File: src/rtl/pc_seq_pkg.sv
// Shared types and defaults for the program-counter sequencer.
package pc_seq_pkg;

  localparam int unsigned PC_W_DEF        = 8;
  localparam int unsigned STACK_DEPTH_DEF = 4;
  localparam logic [PC_W_DEF-1:0] RESET_VEC_DEF = 8'h00;

  typedef enum logic [1:0] {
    ST_IDLE  = 2'd0,
    ST_FETCH = 2'd1,
    ST_EXEC  = 2'd2,
    ST_HALT  = 2'd3
  } seq_state_e;

endpackage

File: src/rtl/pc_sequencer_if.sv
// Instruction-memory fetch handshake between the sequencer and instruction memory.
interface pc_sequencer_if #(
  parameter int unsigned PC_W = 8
) ();

  logic            imem_req;
  logic [PC_W-1:0] imem_addr;
  logic            imem_ack;

  modport master (output imem_req, output imem_addr, input imem_ack);
  modport slave  (input imem_req, input imem_addr, output imem_ack);

endinterface

File: src/rtl/pc_sequencer_ret_stack.sv
// Return-address LIFO; push is dropped when full, pop is dropped when empty.
module ret_stack #(
  parameter int unsigned W     = 8,
  parameter int unsigned DEPTH = 4
) (
  input  logic         clk,
  input  logic         reset,
  input  logic         push,
  input  logic         pop,
  input  logic [W-1:0] din,
  output logic [W-1:0] top,
  output logic         full,
  output logic         empty
);

  localparam int unsigned CNT_W = $clog2(DEPTH + 1);
  localparam int unsigned AW    = (DEPTH > 1) ? $clog2(DEPTH) : 1;

  logic [W-1:0]     mem [DEPTH];
  logic [CNT_W-1:0] cnt;

  assign empty = (cnt == '0);
  assign full  = (cnt == CNT_W'(DEPTH));
  assign top   = mem[AW'(cnt - CNT_W'(1))];

  always_ff @(posedge clk or negedge reset) begin
    if (!reset) begin
      cnt <= '0;
      for (int unsigned i = 0; i < DEPTH; i++) mem[i] <= '0;
    end else if (push && !full) begin
      mem[AW'(cnt)] <= din;
      cnt           <= cnt + CNT_W'(1);
    end else if (pop && !empty) begin
      cnt <= cnt - CNT_W'(1);
    end
  end

endmodule

File: src/rtl/pc_sequencer.sv
// Fetch/execute sequencer: owns pc, runs the fetch handshake and selects the next pc.
module pc_sequencer
  import pc_seq_pkg::*;
#(
  parameter int unsigned     PC_W        = PC_W_DEF,
  parameter logic [PC_W-1:0] RESET_VEC   = PC_W'(RESET_VEC_DEF),
  parameter int unsigned     STACK_DEPTH = STACK_DEPTH_DEF
) (
  input  logic             clk,
  input  logic             reset,
  pc_sequencer_if.master   imem,
  input  logic             run,
  input  logic             stall,
  output logic             instr_valid,
  input  logic             br_taken,
  input  logic             jump,
  input  logic             call,
  input  logic             ret,
  input  logic             halt,
  input  logic [PC_W-1:0]  br_target,
  output logic [PC_W-1:0]  pc,
  output logic [1:0]       state,
  output logic             stack_ovf,
  output logic             stack_unf
);

  seq_state_e      state_q, state_d;
  logic [PC_W-1:0] pc_q, pc_d, pc_inc;
  logic            req_q, valid_q, ovf_q, unf_q;
  logic            push_c, pop_c, ovf_set_c, unf_set_c;
  logic [PC_W-1:0] stk_top;
  logic            stk_full, stk_empty;

  assign pc_inc = pc_q + PC_W'(1);

  ret_stack #(
    .W     (PC_W),
    .DEPTH (STACK_DEPTH)
  ) u_stack (
    .clk   (clk),
    .reset (reset),
    .push  (push_c),
    .pop   (pop_c),
    .din   (pc_inc),
    .top   (stk_top),
    .full  (stk_full),
    .empty (stk_empty)
  );

  always_ff @(posedge clk or negedge reset) begin
    if (!reset) begin
      state_q <= ST_IDLE;
      pc_q    <= RESET_VEC;
      req_q   <= 1'b0;
      valid_q <= 1'b0;
      ovf_q   <= 1'b0;
      unf_q   <= 1'b0;
    end else begin
      state_q <= state_d;
      pc_q    <= pc_d;
      req_q   <= (state_d == ST_FETCH);
      valid_q <= (state_d == ST_EXEC);
      ovf_q   <= ovf_q | ovf_set_c;
      unf_q   <= unf_q | unf_set_c;
    end
  end

  // Next state and next pc; controls only act on the non-stalled EXEC edge.
  always_comb begin
    state_d   = state_q;
    pc_d      = pc_q;
    push_c    = 1'b0;
    pop_c     = 1'b0;
    ovf_set_c = 1'b0;
    unf_set_c = 1'b0;
    case (state_q)
      ST_IDLE:  if (run) state_d = ST_FETCH;
      ST_FETCH: if (imem.imem_ack) state_d = ST_EXEC;
      ST_EXEC: begin
        if (!stall) begin
          if (halt) begin
            state_d = ST_HALT;
          end else begin
            state_d = run ? ST_FETCH : ST_IDLE;
            if (ret) begin
              if (stk_empty) begin
                unf_set_c = 1'b1;
                pc_d      = pc_inc;
              end else begin
                pop_c = 1'b1;
                pc_d  = stk_top;
              end
            end else if (call) begin
              pc_d = br_target;
              if (stk_full) ovf_set_c = 1'b1;
              else          push_c    = 1'b1;
            end else if (jump || br_taken) begin
              pc_d = br_target;
            end else begin
              pc_d = pc_inc;
            end
          end
        end
      end
      ST_HALT: state_d = ST_HALT;
      default: state_d = ST_IDLE;
    endcase
  end

  assign imem.imem_req  = req_q;
  assign imem.imem_addr = pc_q;
  assign instr_valid    = valid_q;
  assign pc             = pc_q;
  assign state          = state_q;
  assign stack_ovf      = ovf_q;
  assign stack_unf      = unf_q;

endmodule

File: src/flat_wrapper.sv
// flat-port wrapper written by rule: the top's interface ports become plain ports
module pc_sequencer_flat import pc_seq_pkg::*;
#(
  parameter int unsigned     PC_W        = PC_W_DEF,
  parameter logic [PC_W-1:0] RESET_VEC   = PC_W'(RESET_VEC_DEF),
  parameter int unsigned     STACK_DEPTH = STACK_DEPTH_DEF
)
  (clk, reset, run, stall, instr_valid, br_taken, jump, call, ret, halt, br_target, pc, state, stack_ovf, stack_unf, imem_imem_req, imem_imem_addr, imem_imem_ack);
  pc_sequencer_if #(.PC_W(PC_W)) imem_i ();
  input  logic clk;
  input  logic reset;
  input  logic run;
  input  logic stall;
  output logic instr_valid;
  input  logic br_taken;
  input  logic jump;
  input  logic call;
  input  logic ret;
  input  logic halt;
  input  logic [PC_W-1:0] br_target;
  output logic [PC_W-1:0] pc;
  output logic [1:0] state;
  output logic stack_ovf;
  output logic stack_unf;
  output wire logic [$bits(imem_i.imem_req)-1:0] imem_imem_req;
  output wire logic [$bits(imem_i.imem_addr)-1:0] imem_imem_addr;
  input wire logic [$bits(imem_i.imem_ack)-1:0] imem_imem_ack;
  assign imem_imem_req = imem_i.imem_req;
  assign imem_imem_addr = imem_i.imem_addr;
  assign imem_i.imem_ack = imem_imem_ack;
  pc_sequencer #(.PC_W(PC_W), .RESET_VEC(RESET_VEC), .STACK_DEPTH(STACK_DEPTH)) u_core (.clk(clk), .reset(reset), .imem(imem_i), .run(run), .stall(stall), .instr_valid(instr_valid), .br_taken(br_taken), .jump(jump), .call(call), .ret(ret), .halt(halt), .br_target(br_target), .pc(pc), .state(state), .stack_ovf(stack_ovf), .stack_unf(stack_unf));
endmodule
File: config.mk
export PLATFORM = sky130hd
export DESIGN_NAME = pc_sequencer_flat
export DESIGN_NICKNAME = d
export VERILOG_FILES = /design/src/rtl/pc_seq_pkg.sv /design/src/rtl/pc_sequencer_if.sv /design/src/rtl/pc_sequencer_ret_stack.sv /design/src/rtl/pc_sequencer.sv /design/src/flat_wrapper.sv
export SDC_FILE = /design/constraint.sdc
export NUM_CORES = 1
export LEC_CHECK = 0
export ABC_AREA = 0
export BUFFER_PORTS_ARGS = -buffer_cell sky130_fd_sc_hd__buf_2
export CAP_MARGIN = 15
export CORE_UTILIZATION = 50
export CTS_BUF_LIST = sky130_fd_sc_hd__clkbuf_4
export CTS_CLUSTER_DIAMETER = 80
export CTS_CLUSTER_SIZE = 40
export DETAILED_ROUTE_END_ITERATION = 12
export GPL_TIMING_DRIVEN = 0
export MAX_ROUTING_LAYER = met4
export PLACE_DENSITY_LB_ADDON = 0.15
export SETUP_SLACK_MARGIN = 0.5
export SYNTH_ARGS = -nofsm -noshare
export SYNTH_HDL_FRONTEND = slang
export SYNTH_SLANG_ARGS = --single-unit
File: constraint.sdc
create_clock -name clk -period 4.6 [get_ports clk]
set_clock_uncertainty 0.1 [all_clocks]
set_input_delay 0.46 -clock clk [delete_from_list [all_inputs] [get_ports clk]]
set_output_delay 0.46 -clock clk [all_outputs]
set_load 0.01 [all_outputs]
=== Yosys cells after proc, flatten, opt, wreduce, memory -nomap -nowiden ===
Cells that the tools add are included.
Widths: inputs -> output; s select.

* Flip-flop bits (word level): 49
* Output and inout bits: 22
* Word-level logic and storage cells: 79
* Bits of input ports: 18

* Bitwise gates (word level): 6
* Add/sub/neg operators: 3
* $lt $le $gt $ge: 3
* Equal/unequal tests: 6
* Reduce and logical (&&, ||, !) cells: 10
* Muxes and demuxes: 40

{| class="wikitable"
|+ Operators by type and width
! cell !! number
|-
| $mux 8 || 7
|-
| $bwmux 32 || 1
|-
| $mux 1 || 23
|-
| $bmux 8 s2 || 1
|-
| $demux 8 s2 || 1
|-
| $add 8x1->8 const B || 1
|-
| $mux 2 || 4
|-
| $pmux 2 s4 || 1
|-
| $eq 2x2->1 const B || 3
|-
| $ge 3x3->1 const B || 2
|-
| $mux 3 || 2
|-
| $not 2->3 || 2
|-
| $eq 2x1->1 const B || 2
|-
| $add 3x1->3 const B || 1
|-
| $eq 3x3->1 const B || 1
|-
| $logic_and 1x1->1 || 3
|-
| $logic_not 3->1 || 1
|-
| $lt 3x1->1 const B || 1
|-
| $reduce_and 3->1 || 1
|-
| $sub 3x1->3 const B || 1
|-
| $logic_not 1->1 || 2
|-
| $logic_not 2->1 || 1
|-
| $not 1->1 || 2
|-
| $or 1x1->1 || 2
|-
| 2 further kinds || 2
|}

=== Logic depth before layout (Yosys ltp) ===
Gate-level depths: netlist (run 1).

* Depth after elaboration: 9
* Gate-level depth with buffers: 8
* Depth with buffers taken out: 6

=== By module ===
A second synthesis (run 1) with hierarchy kept.

* Cells, all modules: 217
* Area, all modules: 2776.4 um^2

{| class="wikitable"
|+ By module, submodules not included
! module !! cells each !! area an instance (um^2) !! times used
|-
| ret_stack || 105 || 1793.0 || 1
|-
| pc_sequencer || 112 || 983.4 || 1
|}

=== Worst setup path after synthesis (run 1) ===
OpenSTA, ideal clock, no wires.

* Kind: reg-to-reg
* Start point: register u_core.u_stack.cnt[0]
* End point: register u_core.pc_q[5] (netlist: u_core.imem.imem_addr[5])
* Path buffers: 2
* Slack: 2399 ps
* Stages on the path, launching flop included: 9
* Arrival: 1975 ps
* Path through: dfrtp_1 > buf_6 > inv_1 > ha_1 > clkbuf_1 > mux4_2 > nand3_1 > a31oi_1 > a221o_2

* Word-level cells in the longest chain between the ends: 7
* Elaborated cells between the ends (all ways): 8
* Those cells by class: add/sub (1); mux (5); bitwise (1); reduce/logical (1)

{| class="wikitable"
|+ Ends and longest elaborated chain
! element !! RTL line !! RTL
|-
| from (decl) || pc_sequencer_ret_stack.sv:20 || <nowiki>logic [CNT_W-1:0] cnt;</nowiki>
|-
| from (signal assigned) || pc_sequencer_ret_stack.sv:32 || <nowiki>cnt <= cnt + CNT_W'(1);</nowiki>
|-
| from (signal assigned) || pc_sequencer_ret_stack.sv:34 || <nowiki>cnt <= cnt - CNT_W'(1);</nowiki>
|-
| $sub 3x1->3 || - ||
|-
| $not 2->3 (implied by the code) || pc_sequencer_ret_stack.sv:24 || <nowiki>assign top = mem[AW'(cnt - CNT_W'(1))];</nowiki>
|-
| $bmux 8 s2 || pc_sequencer_ret_stack.sv:24 ||
|-
| $mux 8 (implied by the code) (2 in series) || pc_sequencer_ret_stack.sv:24 ||
|-
| $mux 8 * || pc_sequencer.sv:86 || <nowiki>if (stk_empty) begin</nowiki>
|-
| $mux 8 * || pc_sequencer.sv:85 || <nowiki>if (ret) begin</nowiki>
|-
| to (signal assigned) || pc_sequencer.sv:60 || <nowiki>pc_q <= pc_d;</nowiki>
|-
| to (decl) || pc_sequencer.sv:28 || <nowiki>logic [PC_W-1:0] pc_q, pc_d, pc_inc;</nowiki>
|}

Mark *: on every way between the ends. The rest lies on a longest branch, timed or not. The select of a mux whose other input is x is not followed.
A chain may end at the register's enable or synchronous reset.

=== Worst setup path in the final report (run 1) ===
Ends and elaborated chain as after synthesis.

==> load_flow_metrics.sql, run 1 <==
INSERT INTO impl_metrics (metric_group, metric, value, unit) VALUES
('worst_setup_path', 'critical_path_peak_fanout', '10', ''),
('synth', 'share_of_the_synthesized_area_in_the_top_cell_type', '46.73', '%'),
('worst_setup_path', 'critPathLaunchType', 'register', ''),
('floorplan', 'floorplan.initialDensity', '51.70', '%'),
('synth', 'ys_types', '48', ''),
('floorplan', 'num_rows', '26', ''),
('layout', 'seq_area', '1226', 'um2'),
('synth', 'largest_family_of_logic_cells_by_synthesized_area', 'compound AO/OA/AOI/OAI gates', ''),
('sta', 'fin_crit_sh', '56.57', '%'),
('cts', 'postCtsResizedCells', '0', ''),
('worst_hold_path', 'worstHoldEndpoint', 'u_core.instr_valid', ''),
('sta', 'fmaxAchievable', '384.3', 'MHz'),
('pwr', 'p_leak', '1.379', 'nW'),
('cts', 'cts_max_path_buffers', '2', ''),
('synth', 'ys_async_sr_fraction', '100.0', '%'),
('detailed_routing', 'num_vias', '2126', ''),
('sta', 'worst-slew-pin-transition', '0.6356', 'ns'),
('synth', 'synth_top_cells_by_area', 'sky130_fd_sc_hd__dfrtp_1, sky130_fd_sc_hd__o21ai_0, sky130_fd_sc_hd__mux4_2', ''),
('detailed_routing', 'wl_per_cell', '15.71', 'um'),
('cts', 'tritoncts', 'yes', ''),
('detailed_routing', 'drt-vias-per-instance', '5.746', ''),
('sta', 'report.final.setup_viol', '0', ''),
('job', 'max_cap_viol_count', '0', ''),
('worst_hold_path', 'worstHoldPathCells', '3', ''),
('layout', 'filler_cell_count', '459', ''),
('sta', 'rsz_0062_raised_after_global_routing', 'no', ''),
('sta', 'fin_crit', '2.602', 'ns'),
('pwr', 'power_density', '433.7', 'nW/um2'),
('floorplan', 'die_w', '74.44', 'um'),
('sta', 'finalMaxSlewViolations', '0', ''),
('place', 'place.port_buffers', '39', ''),
('worst_setup_path', 'ff2ff_path_depth', '8', ''),
('floorplan', 'top_level_ports', '40', ''),
('synth', 'synth_seq_area_share', '46.73', '%'),
('sta', 'timing.slew.headroom', '57.39', '%'),
('synth', 'synth_cells', '252', ''),
('synth', 'yosys.area_share.simple', '15.59', '%'),
('detailed_routing', 'detailedRoute.firstPassIterationCount', '4', ''),
('global_route', 'track_usage', '23.65', '%'),
('floorplan', 'full_die_area', '5541', 'um2'),
('synth', 'syn_avg_cell_area', '10.41', 'um2'),
('synth', 'synth_ff_type', 'sky130_fd_sc_hd__dfrtp_1', ''),
('status', 'status', 'complete, no violations', ''),
('cts', 'clock_sinks', '49', ''),
('worst_setup_path', 'crit_path_end_kind', 'register', ''),
('worst_setup_path', 'critical_path.reg2reg.endpoint', 'u_core.imem.imem_addr[5]', ''),
('worst_setup_path', 'worstReg2RegStart', 'u_core.u_stack.cnt[0]', ''),
('global_route', 'number_of_antenna_violations_at_the_first_check_in_global_routing', '0', ''),
('synth', 'synth_largest_area_cell', 'sky130_fd_sc_hd__dfrtp_1', ''),
('worst_setup_path', 'setup.worst_path.class', 'register to register', ''),
('global_route', 'grt_pass1_vias', '1904', ''),
('synth', 'synth_edf_count', '0', ''),
('synth', 'synth_seq_cells', '49', ''),
('place', 'globalplace.congestion', '0.8873', ''),
('worst_setup_path', 'wp_data_required', '4.76', 'ns'),
('layout', 'design.final.nets', '324', ''),
('floorplan', 'floorplan.core_area', '5075', 'um2'),
('synth', 'synthMuxAreaShare', '9.537', '%'),
('detailed_routing', 'ant_nets', '0', ''),
('place', 'hpwlAfterDp', '4154', 'um'),
('worst_setup_path', 'source_of_the_critical_timing_path', 'u_core.u_stack.cnt[0]', ''),
('worst_setup_path', 'rrSetupSlack', '2.00', 'ns'),
('synth', 'synthesis.area', '2624', 'um2'),
('worst_hold_path', 'holdCritStartpoint', 'imem_imem_ack', ''),
('detailed_routing', 'finalWirelength', '5811', 'um'),
('detailed_routing', 'dr.first_iter.drc_count', '104', ''),
('cts', 'worstSkewPairLatency', '0.36', 'ns'),
('global_route', 'grt_max_degree', '50', ''),
('synth', 'synth-compound-area-share', '17.50', '%'),
('sta', 'fin_setup_tns', '0', 'ns'),
('floorplan', 'die_h', '74.44', 'um');
-- where the power goes --
group	switching (mW)	internal, mW
combinational	0.273	0.243
clock	0.132	0.0618
sequential	0.0808	0.503
-- layout make-up --
cell class,count,share of cell area [%]
plain buffers,20,4.987
clock buffers,6,1.509
clock inverters,1,0.1257
inverters,3,0.3772
multi-input cells,180,41.45
flip-flops and latches,49,41.07
well taps,70,2.934
repair buffers,41,7.544
-- cells in the final DEF (no fill, tap or decap), drive strengths merged, types with 4 or more instances in the layout --
cell    netlist  routed
nor2b         4       4
buf          15      55
nor2         10      10
o21a          5       5
o21ai        37      37
ha            6       6
nor3          5       5
a21oi         7       7
mux4          8       8
clkbuf        5      11
nand2        41      41
nand3         9       9
dfrtp        49      49
nand4         5       5
mux2          5       5
-- kinds of logic (layout without fill, tap and decap cells) --
family | count (synthesis) | after routing
AOI/OAI and AO/OA | 73 | 73
xor gates and xnor gates | 5 | 5
adders and majority gates | 6 | 6
buffers and inverters | 23 | 71
DFF | 49 | 49
muxes | 14 | 14
and+or+nand+nor | 82 | 82
-- critical path: stages (launching register included) --
cell                       delay [ns]
sky130_fd_sc_hd__dfrtp_1         0.43
sky130_fd_sc_hd__buf_6           0.19
sky130_fd_sc_hd__inv_1           0.11
sky130_fd_sc_hd__ha_1            0.29
sky130_fd_sc_hd__clkbuf_1        0.47
sky130_fd_sc_hd__mux4_2          0.42
sky130_fd_sc_hd__nand3_1         0.11
sky130_fd_sc_hd__a31oi_1         0.08
sky130_fd_sc_hd__a221o_2         0.30
-- stage by stage --
| stage | power (mW) | instance area, um2 | instances |
|---|---|---|---|
| after floorplan | 0.9339 | 2624 | 252 |
| after global placement | 1.098 | 2907 | 361 |
| after detailed placement | 1.108 | 2907 | 361 |
| after CTS | 1.299 | 2955 | 368 |
| after global routing | 1.395 | 2985 | 370 |
| final | 1.295 | 2985 | 370 |
-- per-layer routing --
| metal | vias to the layer above | part of all wire, % | wire length (um) | global-route usage (%) |
|---|---|---|---|---|
| met5 | - | 0 | 0 | - |
| met4 | 0 | 1.1 | 65 | 6.709 |
| met3 | 8 | 4.7 | 276 | 4.201 |
| met2 | 82 | 47 | 2719 | 36.14 |
| met1 | 1033 | 47 | 2750 | 32.42 |
| li1 | 1003 | - | - | - |
-- flip-flops by register name (all words and copies together) (netlist names) --
name,flops
u_core.imem.imem_addr,8
u_core.imem.imem_req,1
u_core.instr_valid,1
u_core.stack_ovf,1
u_core.stack_unf,1
u_core.state,2
u_core.u_stack.cnt,3
u_core.u_stack.mem,32
-- Yosys cell counts (4+ instances only) --
cell,number
sky130_fd_sc_hd__dfrtp_1,49
sky130_fd_sc_hd__nand2_1,41
sky130_fd_sc_hd__o21ai_0,37
sky130_fd_sc_hd__nor2_1,10
sky130_fd_sc_hd__buf_4,9
sky130_fd_sc_hd__nand3_1,9
sky130_fd_sc_hd__a21oi_1,7
sky130_fd_sc_hd__mux4_2,7
sky130_fd_sc_hd__ha_1,6
sky130_fd_sc_hd__mux2_2,5
sky130_fd_sc_hd__nand4_1,5
sky130_fd_sc_hd__o21a_1,5
sky130_fd_sc_hd__buf_2,4
sky130_fd_sc_hd__nor2b_1,4
sky130_fd_sc_hd__nor3_1,4
-- worst max path at each step --
stage | end
floorplan | u_core.imem.imem_addr[5]
global placement | u_core.imem.imem_addr[5]
detailed placement | u_core.imem.imem_addr[5]
CTS | u_core.imem.imem_addr[5]
global route | u_core.imem.imem_addr[5]
finish | u_core.imem.imem_addr[5]
-- what timing repair did --
action / in CTS / in global routing
endpoints found under the setup margin: 0 / 0
endpoints found under the hold margin: 0 / 7
hold buffers: 0 / 1
Note: power is estimated with default switching activity, not from simulation.
==> run 2, diff against run 1 <==
==> constraint.sdc (replaced) <==
create_clock -name clk -period 2.4 [get_ports clk]
set_clock_uncertainty 0.1 [all_clocks]
set_input_delay 0.24 -clock clk [delete_from_list [all_inputs] [get_ports clk]]
set_output_delay 0.24 -clock clk [all_outputs]
set_load 0.01 [all_outputs]
==> load_flow_metrics.sql, run 2 (synthesis gave the netlist of run 1 again) <==
INSERT INTO impl_metrics (metric_group, metric, value, unit) VALUES
('status', 'status', 'complete, no violations', ''),
('cts', 'clock_sinks', '49', ''),
('detailed_routing', 'detailedRoute.firstPassIterationCount', '4', ''),
('detailed_routing', 'dr.first_iter.drc_count', '134', ''),
('worst_setup_path', 'ff2ff_path_depth', '7', ''),
('sta', 'fin_crit', '1.966', 'ns'),
('place', 'placement.cell_area', '2934', 'um2'),
('detailed_routing', 'wl_per_cell', '16.15', 'um'),
('cts', 'clock_edge_transition_at_the_registers_on_the_reported_setup_and_hold_paths', '0.14', 'ns'),
('layout', 'multi_input_gate_area', '1260', 'um2'),
('layout', 'final_util', '62.38', '%'),
('cts', 'tritoncts', 'yes', ''),
('global_route', 'grt_max_degree', '50', ''),
('sta', 'fmaxAchievable', '508.5', 'MHz'),
('floorplan', 'die_w', '74.44', 'um'),
('sta', 'worst-slew-pin-transition', '0.6456', 'ns'),
('worst_setup_path', 'crit_path_end_kind', 'register', ''),
('layout', 'layout.cells.most_common_list', 'sky130_fd_sc_hd__dfrtp_1, sky130_fd_sc_hd__buf_2, sky130_fd_sc_hd__nand2_1, sky130_fd_sc_hd__o21ai_0, sky130_fd_sc_hd__buf_4', ''),
('floorplan', 'die_h', '74.44', 'um'),
('layout', 'layout-area-overhead-vs-synth', '20.65', '%'),
('job', 'max_cap_viol_count', '0', ''),
('cts', 'htreeDepth', '2', ''),
('pwr', 'post-layout-total-power', '2.680', 'mW'),
('cts', 'clock_tree.root_cell', 'sky130_fd_sc_hd__clkbuf_4', ''),
('pwr', 'power_density', '846.5', 'nW/um2'),
('layout', 'num_antenna_cells', '0', ''),
('detailed_routing', 'drc_violation_count_after_routing', '0', ''),
('global_route', 'grt_pass1_vias', '1990', ''),
('layout', 'filler_cell_count', '439', ''),
('worst_setup_path', 'critPathLaunchType', 'register', ''),
('detailed_routing', 'drt-vias-per-instance', '5.573', ''),
('global_route', 'grt_first_pass_wirelength', '9887', 'um'),
('pwr', 'maximum_ir_drop_on_the_vdd_rail', '345.3', 'uV'),
('worst_setup_path', 'crit_path_cell_trace', 'buf_8, inv_6, ha_4, nand3b_2, or4_1, a31oi_1, a221o_2', ''),
('sta', 'report.final.setup_viol', '0', ''),
('sta', 'fin_setup_tns', '0', 'ns'),
('worst_setup_path', 'setup.worst_path.class', 'register to register', ''),
('worst_hold_path', 'worstHoldPathCells', '3', ''),
('sta', 'hold_ws', '0.08273', 'ns'),
('worst_setup_path', 'critical_path.reg2reg.endpoint', 'u_core.imem.imem_addr[5]', ''),
('worst_hold_path', 'holdCritStartpoint', 'imem_imem_ack', ''),
('worst_setup_path', 'critical_path_peak_fanout', '6', ''),
('layout', 'seq_area', '1230', 'um2'),
('cts', 'cts_max_path_buffers', '2', ''),
('sta', 'fin_crit_sh', '81.94', '%'),
('detailed_routing', 'num_vias', '2151', ''),
('floorplan', 'full_die_area', '5541', 'um2'),
('place', 'globalplace.congestion', '0.9337', ''),
('worst_setup_path', 'critical-path-slowest-cell', 'sky130_fd_sc_hd__or4_1', ''),
('cts', 'tritoncts.num_buffers', '5', ''),
('cts', 'worstSkewPairLatency', '0.36', 'ns'),
('layout', 'most_common_cell_after_layout_fill_and_taps_aside', 'sky130_fd_sc_hd__dfrtp_1', ''),
('floorplan', 'top_level_ports', '40', ''),
('floorplan', 'num_rows', '26', ''),
('floorplan', 'floorplan.core_area', '5075', 'um2'),
('worst_hold_path', 'holdCritPathClass', 'input port to register', ''),
('floorplan', 'floorplan.initialDensity', '51.70', '%'),
('detailed_routing', 'finalWirelength', '6234', 'um'),
('sta', 'timing.slew.headroom', '56.73', '%'),
('layout', 'finalInstanceArea', '3166', 'um2'),
('worst_setup_path', 'rrSetupSlack', '0.43', 'ns'),
('layout', 'final_layout_size_suffix_gt1_share', '35.13', '%'),
('sta', 'rsz_0062_raised_after_global_routing', 'yes', ''),
('detailed_routing', 'ant_nets', '0', ''),
('layout', 'design.final.nets', '340', ''),
('layout', 'max_flop_register', 'u_core.u_stack.mem', ''),
('layout', 'largest_register_ff_count', '32', ''),
('place', 'hpwlAfterDp', '4244', 'um'),
('worst_setup_path', 'worstReg2RegStart', 'u_core.u_stack.cnt[0]', ''),
('pwr', 'p_leak', '1.461', 'nW'),
('global_route', 'number_of_antenna_violations_at_the_first_check_in_global_routing', '0', ''),
('global_route', 'gr-total-overflow', '0', ''),
('worst_setup_path', 'critical_path.top_delay_family', 'simple AND/OR/NAND/NOR gates', ''),
('worst_hold_path', 'worstHoldEndpoint', 'u_core.instr_valid', ''),
('worst_setup_path', 'critical-path-max-stage-delay', '0.52', 'ns'),
('global_route', 'track_usage', '25.13', '%'),
('worst_setup_path', 'timing.critical_path.arrival', '2.18', 'ns'),
('sta', 'finalMaxSlewViolations', '0', ''),
('sta', 'final_hold_viol_count', '0', ''),
('place', 'place.port_buffers', '39', ''),
('worst_setup_path', 'cp.buffers_inverters', '2', ''),
('worst_setup_path', 'wp_data_required', '2.61', 'ns');
run 2: cell count changes in the layout (fill, tap and decap cells not counted), moves of 2 or more:
cell | before | now
sky130_fd_sc_hd__buf_4 | 9 | 26
sky130_fd_sc_hd__dfrtp_1 | 49 | 46
sky130_fd_sc_hd__nand2_2 | 0 | 2
sky130_fd_sc_hd__clkbuf_1 | 3 | 1
sky130_fd_sc_hd__dfrtp_2 | 0 | 3
sky130_fd_sc_hd__nand2_1 | 41 | 39
run 2: worst max-delay path by stage:
stage                                     start                       end  slack [ns]  depth (start not counted)
after floorplan           u_core.u_stack.cnt[0]  u_core.imem.imem_addr[5]        0.50                          8
after global placement    u_core.u_stack.cnt[0]  u_core.imem.imem_addr[5]        0.31                          8
after detailed placement  u_core.u_stack.cnt[0]     u_core.u_stack.mem[4]        0.30                          8
after CTS                 u_core.u_stack.cnt[0]  u_core.imem.imem_addr[5]        0.45                          8
after global routing      u_core.u_stack.cnt[0]  u_core.imem.imem_addr[6]        0.38                          7
final                     u_core.u_stack.cnt[0]  u_core.imem.imem_addr[5]        0.43                          7
run 2: power breakdown:
group	switching (mW)	internal [mW]
combinational	0.586	0.613
clock	0.248	0.118
sequential	0.148	0.966
run 2: per-layer routing:
metal / wire [um] / global-route usage [%] / share of wire, % / vias up
li1: - / - / - / 1036
met1: 2856 / 33.04 / 46 / 1025
met2: 2941 / 39.54 / 47 / 82
met3: 352 / 4.472 / 5.6 / 8
met4: 84 / 7.966 / 1.3 / 0
met5: 0 / - / 0 / -
run 2: metrics by stage:
stage,cells,worst slack (ns)
final,386,0.4335
after global routing,386,0.3825
after CTS,379,0.4454
after detailed placement,361,0.2951
after global placement,361,0.3069
after floorplan,252,0.4960
run 2: timing repair:
item | CTS | global route
endpoints found under the hold margin | 0 | 49
setup endpoints to repair | 38 | 17
hold buffers | 0 | 1
resized for setup | 6 | 6
setup buffers | 11 | 5
pin swaps | 4 | 3
run 2: area by class of cell:
class	count	area share, %
plain buffers	20	5.613
clock buffers	6	1.423
clock inverters	1	0.1186
inverters	3	0.5138
multi-input cells	180	39.80
flip-flops and latches	49	38.85
well taps	70	2.767
repair buffers	57	10.91
run 2: worst register-to-register path, cell delays in order, from the launching register on:
cell,delay [ns]
sky130_fd_sc_hd__dfrtp_1,0.44
sky130_fd_sc_hd__buf_8,0.14
sky130_fd_sc_hd__inv_6,0.06
sky130_fd_sc_hd__ha_4,0.18
sky130_fd_sc_hd__nand3b_2,0.15
sky130_fd_sc_hd__or4_1,0.53
sky130_fd_sc_hd__a31oi_1,0.19
sky130_fd_sc_hd__a221o_2,0.13
